--- config.mk ---
export PLATFORM = sky130hd
export DESIGN_NAME = unshift_matrix
export DESIGN_NICKNAME = d
export VERILOG_FILES = /design/src/rtl/unshift_matrix.sv
export SDC_FILE = /design/constraint.sdc
export NUM_CORES = 1
export LEC_CHECK = 0
export BUFFER_PORTS_ARGS = -buffer_cell sky130_fd_sc_hd__buf_4
export CORE_MARGIN = 5
export CORE_UTILIZATION = 34
export CTS_BUF_LIST = sky130_fd_sc_hd__clkbuf_8
export DETAILED_ROUTE_END_ITERATION = 12
export GPL_TIMING_DRIVEN = 0
export PLACE_DENSITY = 0.64
export RECOVER_POWER = 100
export SETUP_SLACK_MARGIN = 0.1
export SLEW_MARGIN = 20
export SYNTH_ARGS = -nofsm -noshare
export SYNTH_HDL_FRONTEND = slang
export SYNTH_SLANG_ARGS = --single-unit
--- constraint.sdc ---
create_clock -name clock -period 2.25 [get_ports clock]
set_input_delay 0 -clock clock [delete_from_list [all_inputs] [get_ports clock]]
set_output_delay 0 -clock clock [all_outputs]
set_load 0.05 [all_outputs]
--- src/rtl/unshift_matrix.sv ---
// Reassembles a SIZE x SIZE matrix from a diagonally skewed beat stream
// (2*SIZE-1 beats) and presents it under a valid/ready handshake.
module unshift_matrix #(
  parameter int unsigned WIDTH = 4,
  parameter int unsigned SIZE  = 3
) (
  input  logic                  clock,
  input  logic                  nreset,
  input  logic                  flush,
  input  logic                  in_valid,
  output logic                  in_ready,
  input  logic [SIZE*WIDTH-1:0] in_vec,
  output logic                  out_valid,
  input  logic                  out_ready,
  output logic [WIDTH-1:0]      Mout [SIZE-1:0][SIZE-1:0],
  output logic                  busy
);

  localparam int unsigned NumBeats = 2 * SIZE - 1;
  localparam int unsigned CntW     = $clog2(NumBeats);
  localparam logic [CntW-1:0] LastBeat = CntW'(NumBeats - 1);

  typedef enum logic [1:0] {StIdle, StCollect, StFull} state_e;

  state_e          state_q, state_d;
  logic [CntW-1:0] cnt_q, cnt_d;
  logic [WIDTH-1:0] mout_q [SIZE-1:0][SIZE-1:0];

  logic accept;
  logic wr_en;

  assign in_ready  = (state_q != StFull);
  assign out_valid = (state_q == StFull);
  assign busy      = (state_q == StCollect);
  assign accept    = in_valid && in_ready;
  // A flushed beat is dropped entirely, including its matrix writes.
  assign wr_en     = accept && !flush;

  always_comb begin
    state_d = state_q;
    cnt_d   = cnt_q;
    if (flush) begin
      state_d = StIdle;
      cnt_d   = '0;
    end else begin
      unique case (state_q)
        StIdle: begin
          if (accept) begin
            state_d = StCollect;
            cnt_d   = CntW'(1);
          end
        end
        StCollect: begin
          if (accept) begin
            // Counter saturates on the last beat; FULL clears it on handoff.
            if (cnt_q == LastBeat) begin
              state_d = StFull;
            end else begin
              cnt_d = cnt_q + CntW'(1);
            end
          end
        end
        StFull: begin
          if (out_ready) begin
            state_d = StIdle;
            cnt_d   = '0;
          end
        end
        default: begin
          state_d = StIdle;
          cnt_d   = '0;
        end
      endcase
    end
  end

  always_ff @(posedge clock or negedge nreset) begin
    if (!nreset) begin
      state_q <= StIdle;
      cnt_q   <= '0;
    end else begin
      state_q <= state_d;
      cnt_q   <= cnt_d;
    end
  end

  // Lane c of beat b lands on row b-c; lanes outside the matrix never match.
  always_ff @(posedge clock or negedge nreset) begin
    if (!nreset) begin
      for (int r = 0; r < int'(SIZE); r++) begin
        for (int c = 0; c < int'(SIZE); c++) begin
          mout_q[r][c] <= '0;
        end
      end
    end else if (wr_en) begin
      for (int r = 0; r < int'(SIZE); r++) begin
        for (int c = 0; c < int'(SIZE); c++) begin
          if (cnt_q == CntW'(r + c)) begin
            mout_q[r][c] <= in_vec[c*WIDTH +: WIDTH];
          end
        end
      end
    end
  end

  always_comb begin
    for (int r = 0; r < int'(SIZE); r++) begin
      for (int c = 0; c < int'(SIZE); c++) begin
        Mout[r][c] = mout_q[r][c];
      end
    end
  end

  no_write_when_full: assert property (@(posedge clock) disable iff (!nreset)
    (state_q == StFull) |-> !wr_en);

endmodule
==> summary.md, run 1 <==
| Metric | Value |
|---|---|
| Destination of the worst hold path | state_q[1]$_DFFE_PN0P_ |
| Clock latency at the later pin of the worst-skew pair | 0.29 ns |
| Die boundary height | 83.4 µm |
| Worst Tran Pin Value | 1.01 ns |
| Die W | 83.4 µm |
| Number of nets in the layout | 219 |
| Cells on worst reg2reg path | 4 |
| Part of the Yosys area used for sequential elements | 56.0% |
| Outcome | finished, final reports clean |
| Number of buffers created by CTS | 5 |
| Required time worst endpoint | 2.42 ns |
| Gr ovfl total | 0 |
| Drt drc | 0 |
| Number of clock sinks seen by CTS | 41 |
| Io pins | 56 |
| Class of the worst hold path | input pin to flop |
| Post-synthesis instance area | 0.00183 mm² |
| Ys Warns | 0 |
| Violation count after the first detailed-route iteration | 20 |
| DIE AREA | 0.00696 mm² |
| Fraction of layout instances using a drive strength above 1 | 31.8% |
| Slack of the worst reg-to-reg path | 0.26 ns |
| Cell depth of the worst min-delay path | 3 |
| Instance area at placement | 0.00233 mm² |
| Setup repair bufs after CTS | 0 |
| Fmax | 503 MHz |
| Pin count of the biggest net entering global routing | 42 |
| RSZ-0062 raised after global routing | no |
| Maximum net fanout on the critical path | 8 |
| Diode count | 0 |
| Final wirelength | 4050 µm |
| Total number of vias | 1,261 |
| Number of standard-cell rows in the floorplan | 26 |
| Least setup slack across all paths after layout | 0.261 ns |
| Leading register cell type out of synthesis | sky130_fd_sc_hd__dfrtp_1 |
| Flops & latches, synth | 41 |
| Clk root buf | sky130_fd_sc_hd__clkbuf_8 |
| Nets in the synthesized netlist | 143 |
| Post-DRT Antenna Nets | 0 |
| Final slew viol count | 0 |
| Worst setup timing slack at the placement stage | 0.236 ns |
| Final clock period utilization by the worst path | 88.4% |
| Number of max-capacitance violations reported | 0 |
| Critical Path Start Type | flop |
| CTS H-Tree Depth | 2 |
| Avg WL per Cell | 15.1 µm |
| Power density over the cells | 867 mW/mm² |
| Synthesized area per cell | 15.1 µm² |
| CORE AREA | 0.00517 mm² |
| Data arrival at the endpoint of the critical path | 2.16 ns |
| Via/cell ratio | 4.71 |
| Number of antenna violations at the first check in global routing | 0 |
| Starting utilization of the core area | 35.4% |
| Final estimated routing congestion in global placement | 0.877 |
| Overall fraction of global-route tracks in use | 12.6% |
| PnR Total Power | 2.05 mW |
| Crit Path Category | flop to flop |
| Count of mapped cells out of synthesis | 121 |
| Peak supply drop | 0.412 mV |
| Most used cells in the layout excluding fill and tap cells | sky130_fd_sc_hd__dfrtp_1 (41), sky130_fd_sc_hd__clkbuf_1 (38), sky130_fd_sc_hd__mux2_2 (28), sky130_fd_sc_hd__buf_4 (17), sky130_fd_sc_hd__dlygate4sd3_1 (14) |
| CTS clock-pin slew for the worst setup and hold paths | 0.08 ns |
| HPWL after detailed placement | 2980 µm |
| Setup_tns | 0 ns |
| Crit path capture type | flop |
| Number of global-route vias before repair | 1,412 |
| Hold Violations, Final | 0 |
| Hold Path Origin | out_ready |
| Post-synth ARST share | 100% |
| Clock Skew | 0.00721 ns |
| Minimum clock period | 1.99 ns |
| Slew Limit Headroom | 32.7% |
| Cell area after layout | 0.00237 mm² |
| Maximum buffer depth of the clock tree | 2 |
| Static leakage power | 1.08 nW |
| Number of setup violations in the final report | 0 |
| PortBufs | 55 |
| Worst Hold Margin | 0.0102 ns |
| Number of synthesized flops with an enable pin | 0 |
| Global-route wire length before repair | 7040 µm |
| End of the worst register-to-register path | Mout[14]$_DFFE_PN0P_ |
| TritonCTS clock tree | done |
| Area added between synthesis and finish | 29.2% |
| Number of search-and-repair iterations in the first detailed-routing pass | 2 |
| Unique cell type count in the Yosys netlist | 30 |
| Commonest non-fill, non-tap cell in the layout | sky130_fd_sc_hd__dfrtp_1 |
| Launch point of the worst reg-to-reg path | state_q[0]$_DFFE_PN0P_ |
==> layer usage <==
| metal | up-vias | wire length [µm] | GRT usage (%) |
|---|---|---|---|
| met3 | 12 | 259 | 4.46 |
| li1 | 585 | - | - |
| met1 | 616 | 1780 | 15.2 |
| met4 | 0 | 111 | 5.94 |
| met5 | - | 0 | 0 |
| met2 | 48 | 1900 | 20.1 |
==> Yosys cell counts (all sizes together), types with 2 or more instances <==
master,instances,area [µm²]
a2111oi,2,17.5
buf,4,28.8
dfrtp,41,1030
ha,5,62.6
inv,4,20.0
mux2,36,435
nand2b,2,22.5
nor2,5,18.8
nor2b,2,12.5
nor4b,3,71.3
o21ai,3,15.0
==> sequential cells by signal (all words and copies together) (netlist names) <==
signal	cells
Mout	36
state_q	2
cnt_q	3
==> final cells by class <==
type / instances / area, µm²
Fill cell: 505 / 2810
Sequential cell: 41 / 1030
Multi-Input combinational cell: 72 / 719
Timing Repair Buffer: 69 / 408
Tap cell: 70 / 87.6
Clock buffer: 5 / 68.8
Buffer: 4 / 22.5
Inverter: 4 / 20.0
Clock inverter: 3 / 13.8
==> worst max path at each step <==
stage	from	end	slack, ns	cells past startpoint
3_3_place_gp	cnt_q[0]$_DFFE_PN0P_	Mout[35]$_DFFE_PN0P_	0.31	5
5_1_grt	state_q[0]$_DFFE_PN0P_	Mout[14]$_DFFE_PN0P_	0.13	4
4_1_cts	cnt_q[0]$_DFFE_PN0P_	Mout[33]$_DFFE_PN0P_	0.23	5
3_5_place_dp	cnt_q[0]$_DFFE_PN0P_	Mout[33]$_DFFE_PN0P_	0.24	5
2_1_floorplan	state_q[1]$_DFFE_PN0P_	Mout[10]$_DFFE_PN0P_	0.46	6
6_report	state_q[0]$_DFFE_PN0P_	Mout[14]$_DFFE_PN0P_	0.26	4
==> where the power goes <==
part / leakage [nW] / switching, mW / internal (mW) / total, mW
clock network: 0.0491 / 0.238 / 0.210 / 0.448
logic: 0.497 / 0.524 / 0.167 / 0.691
registers: 0.532 / 0.0632 / 0.849 / 0.912
==> logic make-up (layout without fill, tap and decap cells) <==
family	count (synthesis)	in the layout	share of synthesized area [%]
DFF	41	41	56.0
muxes	37	37	24.3
and+or+nand+nor	20	20	9.49
AOI/OAI and AO/OA	10	10	4.10
buffers and inverters	8	85	2.66
adders and majority gates	5	5	3.42
==> worst max-delay path: stages, from the launching register on <==
cell and delay [ns]:
sky130_fd_sc_hd__dfrtp_1 0.46, sky130_fd_sc_hd__nand2b_1 0.29, sky130_fd_sc_hd__inv_6 0.09, sky130_fd_sc_hd__nor4b_4 0.62, sky130_fd_sc_hd__mux2_2 0.41
==> stage by stage <==
stage | util, % | instances
finish | 45.7 | 268
global route | 45.7 | 268
CTS | 49.4 | 268
detailed placement | 45.1 | 246
global placement | 45.1 | 246
floorplan | - | 121
==> timing repair <==
item / in CTS / in global routing
hold buffers: 14 / 0
hold endpoints to repair: 81 / 0
gates resized for setup: 0 / 1
setup endpoints to repair: 0 / 4
Power figures use the tool's default switching activity.
==> run 2, diff against run 1 <==
Settings changed: CTS_BUF_LIST sky130_fd_sc_hd__clkbuf_8 to sky130_fd_sc_hd__clkbuf_4 sky130_fd_sc_hd__clkbuf_8.
==> summary.md, run 2 (synthesis results as in run 1) <==
| Metric | Value |
|---|---|
| Final slew viol count | 0 |
| PortBufs | 55 |
| Critical Path Start | state_q[0]$_DFFE_PN0P_ |
| Avg WL per Cell | 15.1 µm |
| RSZ-0062 raised after global routing | no |
| Cells on worst reg2reg path | 4 |
| Diode count | 0 |
| Power density over the cells | 872 mW/mm² |
| Number of buffers created by CTS | 5 |
| DIE AREA | 0.00696 mm² |
| Flip-flop count of the largest register after layout | 36 |
| Critical Path Start Type | flop |
| End point of the critical path | Mout[14]$_DFFE_PN0P_ |
| Slack of the worst reg-to-reg path | 0.26 ns |
| Minimum clock period | 1.99 ns |
| Pin count of the biggest net entering global routing | 42 |
| Data arrival at the endpoint of the critical path | 2.16 ns |
| Launch point of the worst reg-to-reg path | state_q[0]$_DFFE_PN0P_ |
| Outcome | finished, final reports clean |
| Post-DRT Antenna Nets | 0 |
| Peak supply drop | 0.412 mV |
| Fmax | 503 MHz |
| Number of standard-cell rows in the floorplan | 26 |
| Via/cell ratio | 4.71 |
| TritonCTS clock tree | done |
| Total number of vias | 1,261 |
| Slew Limit Headroom | 32.7% |
| Number of global-route vias before repair | 1,412 |
| Reported net switching power | 0.825 mW |
| Crit path capture type | flop |
| Overall fraction of global-route tracks in use | 12.6% |
| Number of max-capacitance violations reported | 0 |
| Area added between synthesis and finish | 29.4% |
| Drt drc | 0 |
| Static leakage power | 1.08 nW |
| Number of nets in the layout | 219 |
| Worst path max stage delay | 0.62 ns |
| Starting utilization of the core area | 35.4% |
| Maximum buffer depth of the clock tree | 2 |
| Final estimated routing congestion in global placement | 0.877 |
| Clk root buf | sky130_fd_sc_hd__clkbuf_8 |
| Combinational cell fraction of total power | 33.4% |
| Commonest non-fill, non-tap cell in the layout | sky130_fd_sc_hd__dfrtp_1 |
| Most used cells in the layout excluding fill and tap cells | sky130_fd_sc_hd__dfrtp_1 (41), sky130_fd_sc_hd__clkbuf_1 (38), sky130_fd_sc_hd__mux2_2 (28), sky130_fd_sc_hd__buf_4 (17), sky130_fd_sc_hd__dlygate4sd3_1 (14) |
| Setup_tns | 0 ns |
| Fraction of layout instances using a drive strength above 1 | 32.3% |
| Number of antenna violations at the first check in global routing | 0 |
| Class of the worst hold path | input pin to flop |
| Clock network power share | 22.5% |
| End of the worst register-to-register path | Mout[14]$_DFFE_PN0P_ |
| Final wirelength | 4050 µm |
| Number of setup violations in the final report | 0 |
| Hold Violations, Final | 0 |
| Gr ovfl total | 0 |
| Number of search-and-repair iterations in the first detailed-routing pass | 2 |
| Maximum net fanout on the critical path | 8 |
| Clock latency at the later pin of the worst-skew pair | 0.29 ns |
| CORE AREA | 0.00517 mm² |
| Part of the power in registers | 44.1% |
| Clock Skew | 0.00721 ns |
| CTS H-Tree Depth | 2 |
| Crit Path Category | flop to flop |
| P_int | 1.24 mW |
| Global-route wire length before repair | 7040 µm |
| Die boundary height | 83.4 µm |
| Violation count after the first detailed-route iteration | 20 |
| Worst-path cell with the longest stage delay | sky130_fd_sc_hd__nor4b_4 |
| HPWL after detailed placement | 2980 µm |
| CTS clock-pin slew for the worst setup and hold paths | 0.08 ns |
| Switching portion of total power | 39.9% |
| Required time worst endpoint | 2.42 ns |
| Worst Tran Pin Value | 1.01 ns |
| Ordered list of cells on the worst path | nand2b_1 > inv_6 > nor4b_4 > mux2_2 |
| Worst Hold Margin | 0.0102 ns |
| Io pins | 56 |
| Die W | 83.4 µm |
| Final clock period utilization by the worst path | 88.4% |
| Number of clock sinks seen by CTS | 41 |
run 2: cell types whose count changed in the layout (fill, tap and decap cells not counted):
cell / before / now
sky130_fd_sc_hd__clkbuf_4: 0 / 1
sky130_fd_sc_hd__inv_1: 4 / 3
run 2: how the worst min path moves through the flow:
| stage | to | start | depth (start not counted) |
|---|---|---|---|
| 2_1_floorplan | Mout[0]$_DFFE_PN0P_ | nreset | 0 |
| 3_3_place_gp | Mout[22]$_DFFE_PN0P_ | nreset | 1 |
| 3_5_place_dp | Mout[22]$_DFFE_PN0P_ | nreset | 1 |
| 4_1_cts | state_q[0]$_DFFE_PN0P_ | in_valid | 2 |
| 5_1_grt | state_q[0]$_DFFE_PN0P_ | in_valid | 2 |
| 6_report | state_q[1]$_DFFE_PN0P_ | out_ready | 3 |
run 2: critical path, delay by kind of cell, from the launching register on:
kind	cells	cell delay, ns
flip-flops	1	0.46
buffers and inverters	1	0.09
multiplexers	1	0.41
AND/OR/NAND/NOR	2	0.91
run 2: cell type report:
cell class | instances | area, µm²
Inverter | 4 | 20.0
Timing Repair Buffer | 69 | 408
Fill cell | 504 | 2800
Sequential cell | 41 | 1030
Multi-Input combinational cell | 72 | 719
Clock inverter | 2 | 10.0
Clock buffer | 6 | 76.3
Tap cell | 70 | 87.6
Buffer | 4 | 22.5
run 2: power groups by stage:
stage | logic (mW) | clock network, mW | registers [mW]
final | 0.691 | 0.465 | 0.912
after global routing | 0.729 | 0.518 | 0.929
after detailed placement | 0.791 | 0 | 0.930
after global placement | 0.777 | 0 | 0.923
after CTS | 0.811 | 0.486 | 0.916
after floorplan | 0.135 | 0 | 1.31
run 2: per-stage QoR:
stage	area [µm²]	std cells	worst slack [ns]	util, %	total power, mW
6_report	2370	268	0.261	45.8	2.07
5_1_grt	2370	268	0.128	45.8	2.18
4_1_cts	2560	268	0.233	49.5	2.21
3_5_place_dp	2330	246	0.236	45.1	1.72
3_3_place_gp	2330	246	0.307	45.1	1.70
2_1_floorplan	1830	121	0.463	-	1.44
run 2: metal layers:
| layer | part of all wire, % | GRT usage [%] |
|---|---|---|
| met1 | 44 | 15.2 |
| met2 | 47 | 20.1 |
| met4 | 2.7 | 5.94 |
| met5 | 0 | 0 |
| met3 | 6.4 | 4.46 |
run 2: what timing repair did:
action                                  CTS  global route
hold buffers                             14             0
endpoints found under the setup margin    0             4
endpoints found under the hold margin    81             0
buffers inserted                          0             0
resized for setup                         0             1
